[src/rtl/register_file.sv]
// -----------------------------------------------------------------------------
// register_file
//   Dual-bank architectural register file (integer + float, NREG x XLEN each)
//   with a per-register pending-write scoreboard for read-after-write hazards.
//
//   Ports:
//     clk, rstn                 clock (rising edge) / async active-low reset
//     fmode1/reg1 -> reg_out1   read port 1 (combinational, write-through bypass)
//     fmode2/reg2 -> reg_out2   read port 2 (combinational, write-through bypass)
//     busy1, busy2              outstanding-write flag for the addressed register
//     we/wfmode/wreg/wdata      single writeback port from the last stage
//     reserve_en/_fmode/_reg    decode marks a destination register as pending
//
//   Storage is flattened into one array indexed by {fmode, reg}; integer r0
//   is hard-wired to zero and never marked busy.
// -----------------------------------------------------------------------------
module register_file #(
  parameter int NREG = 32,
  parameter int XLEN = 32
) (
  input  logic                     clk,
  input  logic                     rstn,
  input  logic                     fmode1,
  input  logic                     fmode2,
  input  logic [$clog2(NREG)-1:0]  reg1,
  input  logic [$clog2(NREG)-1:0]  reg2,
  output logic [XLEN-1:0]          reg_out1,
  output logic [XLEN-1:0]          reg_out2,
  output logic                     busy1,
  output logic                     busy2,
  input  logic                     we,
  input  logic                     wfmode,
  input  logic [$clog2(NREG)-1:0]  wreg,
  input  logic [XLEN-1:0]          wdata,
  input  logic                     reserve_en,
  input  logic                     reserve_fmode,
  input  logic [$clog2(NREG)-1:0]  reserve_reg
);

  localparam int AW   = $clog2(NREG);
  localparam int NENT = 2 * NREG;
  localparam logic [NENT-1:0] ONE_HOT0 = NENT'(1);

  logic [NENT-1:0][XLEN-1:0] mem_r;
  logic [NENT-1:0]           busy_r;
  logic [NENT-1:0]           busy_nxt_s;
  logic [NENT-1:0]           clr_mask_s;
  logic [NENT-1:0]           set_mask_s;

  logic [AW:0] wr_idx_s;
  logic [AW:0] rsv_idx_s;
  logic [AW:0] rd_idx1_s;
  logic [AW:0] rd_idx2_s;
  logic        wr_ok_s;
  logic        rsv_ok_s;
  logic        zero1_s;
  logic        zero2_s;
  logic        hit1_s;
  logic        hit2_s;

  assign wr_idx_s  = {wfmode, wreg};
  assign rsv_idx_s = {reserve_fmode, reserve_reg};
  assign rd_idx1_s = {fmode1, reg1};
  assign rd_idx2_s = {fmode2, reg2};

  // Integer r0 is never a real target; rstn gating keeps reset-time traffic
  // from leaking through the bypass or the scoreboard.
  assign wr_ok_s  = rstn & we & (wfmode | (wreg != '0));
  assign rsv_ok_s = rstn & reserve_en & (reserve_fmode | (reserve_reg != '0));
  assign zero1_s  = ~fmode1 & (reg1 == '0);
  assign zero2_s  = ~fmode2 & (reg2 == '0);
  assign hit1_s   = wr_ok_s & (wr_idx_s == rd_idx1_s);
  assign hit2_s   = wr_ok_s & (wr_idx_s == rd_idx2_s);

  // Scoreboard next state: the writeback clears, then a reservation sets, so a
  // same-register collision leaves the register busy.
  always_comb begin
    clr_mask_s = wr_ok_s  ? (ONE_HOT0 << wr_idx_s)  : '0;
    set_mask_s = rsv_ok_s ? (ONE_HOT0 << rsv_idx_s) : '0;
    busy_nxt_s = (busy_r & ~clr_mask_s) | set_mask_s;
  end

  // Register storage and scoreboard state.
  always_ff @(posedge clk or negedge rstn) begin
    if (!rstn) begin
      mem_r  <= '0;
      busy_r <= '0;
    end else begin
      busy_r <= busy_nxt_s;
      if (wr_ok_s) begin
        mem_r[wr_idx_s] <= wdata;
      end
    end
  end

  // Read port 1: zero in reset / for integer r0, bypass on a same-cycle write.
  always_comb begin
    reg_out1 = '0;
    busy1    = 1'b0;
    if (!rstn || zero1_s) begin
      reg_out1 = '0;
      busy1    = 1'b0;
    end else if (hit1_s) begin
      reg_out1 = wdata;
      busy1    = 1'b0;
    end else begin
      reg_out1 = mem_r[rd_idx1_s];
      busy1    = busy_r[rd_idx1_s];
    end
  end

  // Read port 2: identical to port 1.
  always_comb begin
    reg_out2 = '0;
    busy2    = 1'b0;
    if (!rstn || zero2_s) begin
      reg_out2 = '0;
      busy2    = 1'b0;
    end else if (hit2_s) begin
      reg_out2 = wdata;
      busy2    = 1'b0;
    end else begin
      reg_out2 = mem_r[rd_idx2_s];
      busy2    = busy_r[rd_idx2_s];
    end
  end

endmodule

[config.mk]
export PLATFORM = sky130hd
export DESIGN_NAME = register_file
export DESIGN_NICKNAME = d
export VERILOG_FILES = /design/src/rtl/register_file.sv
export SDC_FILE = /design/constraint.sdc
export NUM_CORES = 2
export LEC_CHECK = 0
export BUFFER_PORTS_ARGS = -buffer_cell sky130_fd_sc_hd__buf_2
export CORE_ASPECT_RATIO = 0.8
export CORE_MARGIN = 5
export CORE_UTILIZATION = 58
export CTS_CLUSTER_SIZE = 28
export DETAILED_ROUTE_END_ITERATION = 6
export HOLD_SLACK_MARGIN = 0.08
export PLACE_DENSITY = 0.77
export SYNTH_ARGS = -nofsm -noshare
export SYNTH_HDL_FRONTEND = slang
export SYNTH_SLANG_ARGS = --single-unit
[constraint.sdc]
create_clock -name clk -period 2.27 [get_ports clk]
set_input_delay 0.227 -clock clk [delete_from_list [all_inputs] [get_ports clk]]
set_output_delay 0.227 -clock clk [all_outputs]
set_load 0.005 [all_outputs]
# == Yosys cells after proc, flatten, opt, wreduce, memory -nomap -nowiden ==
# Index checks and enable logic that the tools add are counted.
# classes
reduce_logical,8
n_eq_ne,2
add_sub_neg,0
mux,21
n_mul,0
n_bitwise,15
n_shift,2
n_div,0
magnitude_cmp,4
# ops
operator,count
bitwise mux 2048 bit,1
binary-select mux 32 bit (select 6 bit),2
two-way mux 32 bit,7
demux 32 bit (select 6 bit),1
two-way mux 64 bit,2
"<< shifter 1 x 6 -> 64 bit, first input constant",2
AND 64 bit,1
inverter 64 bit,1
OR 64 bit,1
"less-than comparator 6 x 7 -> 1 bit, second input constant",3
binary-select mux 1 bit (select 6 bit),2
equality test 6 bit,2
logical NOT 5 bit,2
nonzero test 5 bit,2
AND 1 bit,8
">= comparator 6 x 1 -> 1 bit, second input constant",1
two-way mux 1 bit,6
logical OR 1 bit,2
inverter 1 bit,2
OR 1 bit,2
logical AND 1 bit,1
logical NOT 1 bit,1
# word_totals
regBits,2112
ramBits,0
out_inout_bits,66
input_bits,60
romBits,0
latch_bits,0
memories,0

# == Longest topological paths before layout ==
# logic_depth
depth_word,7
ltp_mapped,12

# == Worst setup path after synthesis ==
# No wires, ideal clock.
# synth_timing
kind,input to output
start,input reg2[0]
end,output reg_out2[11]
cell_stages,8
slack_ns,-0.184
t_arrival_ns,2.227
path_cell_list,buf_4 -> buf_6 -> buf_6 -> buf_2 -> mux4_2 -> mux4_2 -> o2111ai_1 -> nand3_1
# synth_via
elab_chain_len,4
word_cells_on_any_way,9
cone_classes,eq/ne (1); mux (4); bitwise (2); reduce/logical (2)
# synth_rtl
element,line_no,source
"start, declared",26,"input logic [$clog2(NREG)-1:0] reg2,"
"binary-select mux 32 bit (select 6 bit), or another cell as far along",123,reg_out2 = mem_r[rd_idx2_s];
"two-way mux 32 bit (implied by the code), or another cell as far along",123,
two-way mux 32 bit or logical OR 1 bit (tied branches),"119, 116",
two-way mux 32 bit *,116,if (!rstn || zero2_s) begin
"end, declared",28,"output logic [XLEN-1:0] reg_out2,"
# Mark *: on every way between the ends. The rest lies on a longest branch, timed or not. The select of a mux whose other input is x is not followed.

# == Worst setup path after layout ==
# layout_timing
start,register mem_r[2024] (netlist bit)
end,output reg_out2[8]
# layout_via
elab_chain_len,4
# layout_rtl
element,line_no,source
"start, declared",44,logic [NENT-1:0][XLEN-1:0] mem_r;
"start signal, assigned by index",91,mem_r[wr_idx_s] <= wdata;
binary-select mux 32 bit (select 6 bit),123,
two-way mux 32 bit (implied by the code),123,
two-way mux 32 bit,119,end else if (hit2_s) begin
two-way mux 32 bit,116,
# No other way between the ends. The select of a mux whose other input is x is not followed.

==> run metrics <==
CTS buffer count 206; Detailed Route WL 460.2 mm; failing checks DRC, setup timing; Mapped Cells 8063; Root Driver clkbuf_16; P_leak 64.57 nW; Die Width 506.8 um; clock-pin slew on the worst setup and hold paths 0.07 ns; Wirelength per Cell 38.83 um; PD cells 688.5 mW/mm^2; WP data arrival 3.21 ns; CTS H-tree lvls 4; FF-to-FF Start busy_r[2]$_DFF_PN0_; Max transition margin 34.35%; Worst Tran Pin Value 0.9848 ns; Layout Cells excl Fill 11850; fin crit share 151.5%; status finished with violations; EDFF count, synth 0; Max-Cap Viols 0; final clock skew 0 ns; Global Route Usage Sum 44.11%; Die Ht 407.4 um; drt pass-1 iters 7; RR Endpoint busy_r[2]$_DFF_PN0_; register area share after synthesis 46.15%; routed vias/inst 7.416; fin crit period 3.440 ns; drt drc 6; row count 145; final worst slack -1.170 ns; # clock sinks 2112; placed wire-length estimate 303.2 mm; crit end category output port; final hold vios 0; r2r worst-path depth 4; Worst-Skew Late Latency 0.87 ns; die area 0.2065 mm^2; max-slew violation count 0; first-pass GRT wire length 656.8 mm; Antenna Nets Post-Route 0; initial antenna violation count 28; # nets final 9138; Worst Setup EP reg_out2[8]; Setup crit start kind flop; DP Area 0.1293 mm^2; CTS tree yes; crit path kind reg2out; IO Count 126; Top FF cell, synth dfrtp_1; Critical Path RT 2.04 ns; synthesized area per cell 14.20 um^2; Initial Utilization 58.50%; YS warnings 0; RD Place Congestion 0.9999; Hold WS 0.09912 ns; crit-path max FO 2; Async S/R FF share, synth 100.0%; worst reg-to-reg setup slack 0.95 ns; Core Region 0.1958 mm^2; post-route cell area 0.1398 mm^2; layout cells sized above 1 56.80%; syn nets 8123; Overflow after GRT 0; maximum VDD drop 1.028 mV; vias 87900; Mapped Area 0.1145 mm^2; HP Class in2reg; Seq cells post-synth 2112; # setup viols final 66; Total Power 96.22 mW; FMAX 290.7 MHz; Initial DRC Count 13610; largest net degree at the start of global routing 174; number of unique standard cell types used by synthesis 68; source of the critical timing path mem_r[2024]$_DFFE_PN0P_; PortBufs 125; RSZ-0062 raised after global routing true; vias in the first global route 89320; Area Overhead vs Synth 22.04%; Clock Tree Buf Depth 3; dpl cells 11290
[layer usage]
layer	up-vias	routed length, um	track usage [%]
met3	2196	76050	21.02
li1	32940	-	-
met2	7711	185000	58.81
met4	14	42670	31.77
met5	-	129	0.1620
met1	45040	156300	56.10
[synth_stat cells (all sizes together), types with 7 or more instances]
cell,instances,share of area (%)
nor3,67,0.29
o32ai,8,0.061
mux2i,594,5.2
xnor2,12,0.092
inv,59,0.19
nor2,145,0.48
a22oi,44,0.29
a32o,9,0.079
o31ai,9,0.059
nand4,10,0.055
o221ai,77,0.59
dfrtp,2112,46
a221oi,14,0.11
buf,373,2.0
nand2b,17,0.093
a31oi,29,0.16
and2,9,0.049
o311ai,13,0.099
mux2,2030,20
nor2b,76,0.42
and3,29,0.16
a21oi,70,0.31
a311oi,12,0.092
a2111oi,13,0.099
a221o,7,0.061
o21ai,173,0.76
clkbuf,511,1.7
a22o,11,0.084
nand3,45,0.20
or2,9,0.049
mux4,882,17
nand2,319,1.0
o211ai,16,0.10
a211oi,32,0.21
o22ai,145,0.79
a211o,16,0.12
[critical path, stage by stage, from the launching register on]
cell and delay [ns]:
dfrtp_1 0.39, mux4_2 0.48, mux4_2 0.56, o22ai_4 0.26, a31oi_4 0.14, a22o_4 0.37
buf_6 0.14
[power breakdown]
group	internal (mW)	leakage, nW	total, mW	switching [mW]
logic	8.56	32.5	16.7	8.09
registers	40.7	28.6	43.1	2.37
clock network	20.6	3.47	36.5	15.9
total	69.9	64.6	96.2	26.3
[final cells by class]
type                    instances  area (um^2)
multi-input cells            5007        59560
fillers                     12220        56000
flip-flops and latches       2112        52850
repair buffers               1691        16750
clock buffers                 307         6131
well taps                    2572         3218
clock inverters                70        923.4
inverters                      60        240.2
diodes                         33        82.58
[cells in the final DEF (no fill, tap or decap), types with 18 or more instances in the layout]
| cell | count |
|---|---|
| dfrtp_1 | 2111 |
| mux2_2 | 2026 |
| buf_4 | 1175 |
| mux4_2 | 882 |
| mux2i_1 | 569 |
| buf_12 | 308 |
| nand2_1 | 276 |
| clkbuf_16 | 212 |
| o22ai_1 | 137 |
| o21ai_0 | 101 |
| nor2_1 | 91 |
| buf_2 | 90 |
| o221ai_1 | 72 |
| buf_6 | 71 |
| nor2b_1 | 54 |
| inv_1 | 53 |
| nor2_4 | 50 |
| a21oi_1 | 49 |
| nor3_1 | 49 |
| clkbuf_8 | 49 |
| clkbuf_1 | 47 |
| nand3_1 | 41 |
| dlygate4sd3_1 | 39 |
| a22oi_1 | 36 |
| o21ai_2 | 36 |
| diode_2 | 33 |
| clkinv_2 | 33 |
| o21ai_1 | 29 |
| and3_1 | 28 |
| nand2_2 | 24 |
| nand2_4 | 19 |
| nor2b_4 | 18 |
[kinds of logic (layout without fill, tap and decap cells)]
logic type | Yosys count | count (layout) | share of synthesized area [%]
muxes | 3506 | 3506 | 42.50
buffers and inverters | 944 | 2128 | 3.862
and+or+nand+nor | 752 | 752 | 3.006
AOI/OAI and AO/OA | 737 | 737 | 4.390
DFF | 2112 | 2112 | 46.15
other | 0 | 33 | 0
xor gates and xnor gates | 12 | 12 | 0.09178
[sequential cells by signal, indices dropped and copies added, names as in the netlist]
signal and cells:
mem_r 2048, busy_r 64
[stage by stage]
step	setup WS [ns]	TNS, ns	util, %
after floorplan	-0.03443	-0.07675	-
after global placement	-1.391	-137.66	66.06
after detailed placement	-1.358	-139.30	66.06
after CTS	-1.106	-54.59	70.89
after global routing	-1.205	-58.69	71.36
final	-1.170	-55.90	71.39
[worst min-delay path by stage]
| stage | startpoint | cells after the start | endpoint |
|---|---|---|---|
| finish | wdata[20] | 2 | mem_r[1364]$_DFFE_PN0P_ |
| global placement | rstn | 2 | mem_r[1031]$_DFFE_PN0P_ |
| global route | wdata[26] | 3 | mem_r[1050]$_DFFE_PN0P_ |
| floorplan | rstn | 0 | busy_r[0]$_DFF_PN0_ |
| detailed placement | rstn | 2 | mem_r[1095]$_DFFE_PN0P_ |
| CTS | wdata[26] | 3 | mem_r[1210]$_DFFE_PN0P_ |
[timing repair]
item | in CTS | in global routing
hold buffers | 40 | 1
buffers inserted | 119 | 23
endpoints found under the setup margin | 66 | 144
resized for setup | 347 | 169
pin swaps | 156 | 95
gates cloned | 0 | 1
hold endpoints to repair | 820 | 59
(Power assumes the default switching activity.)
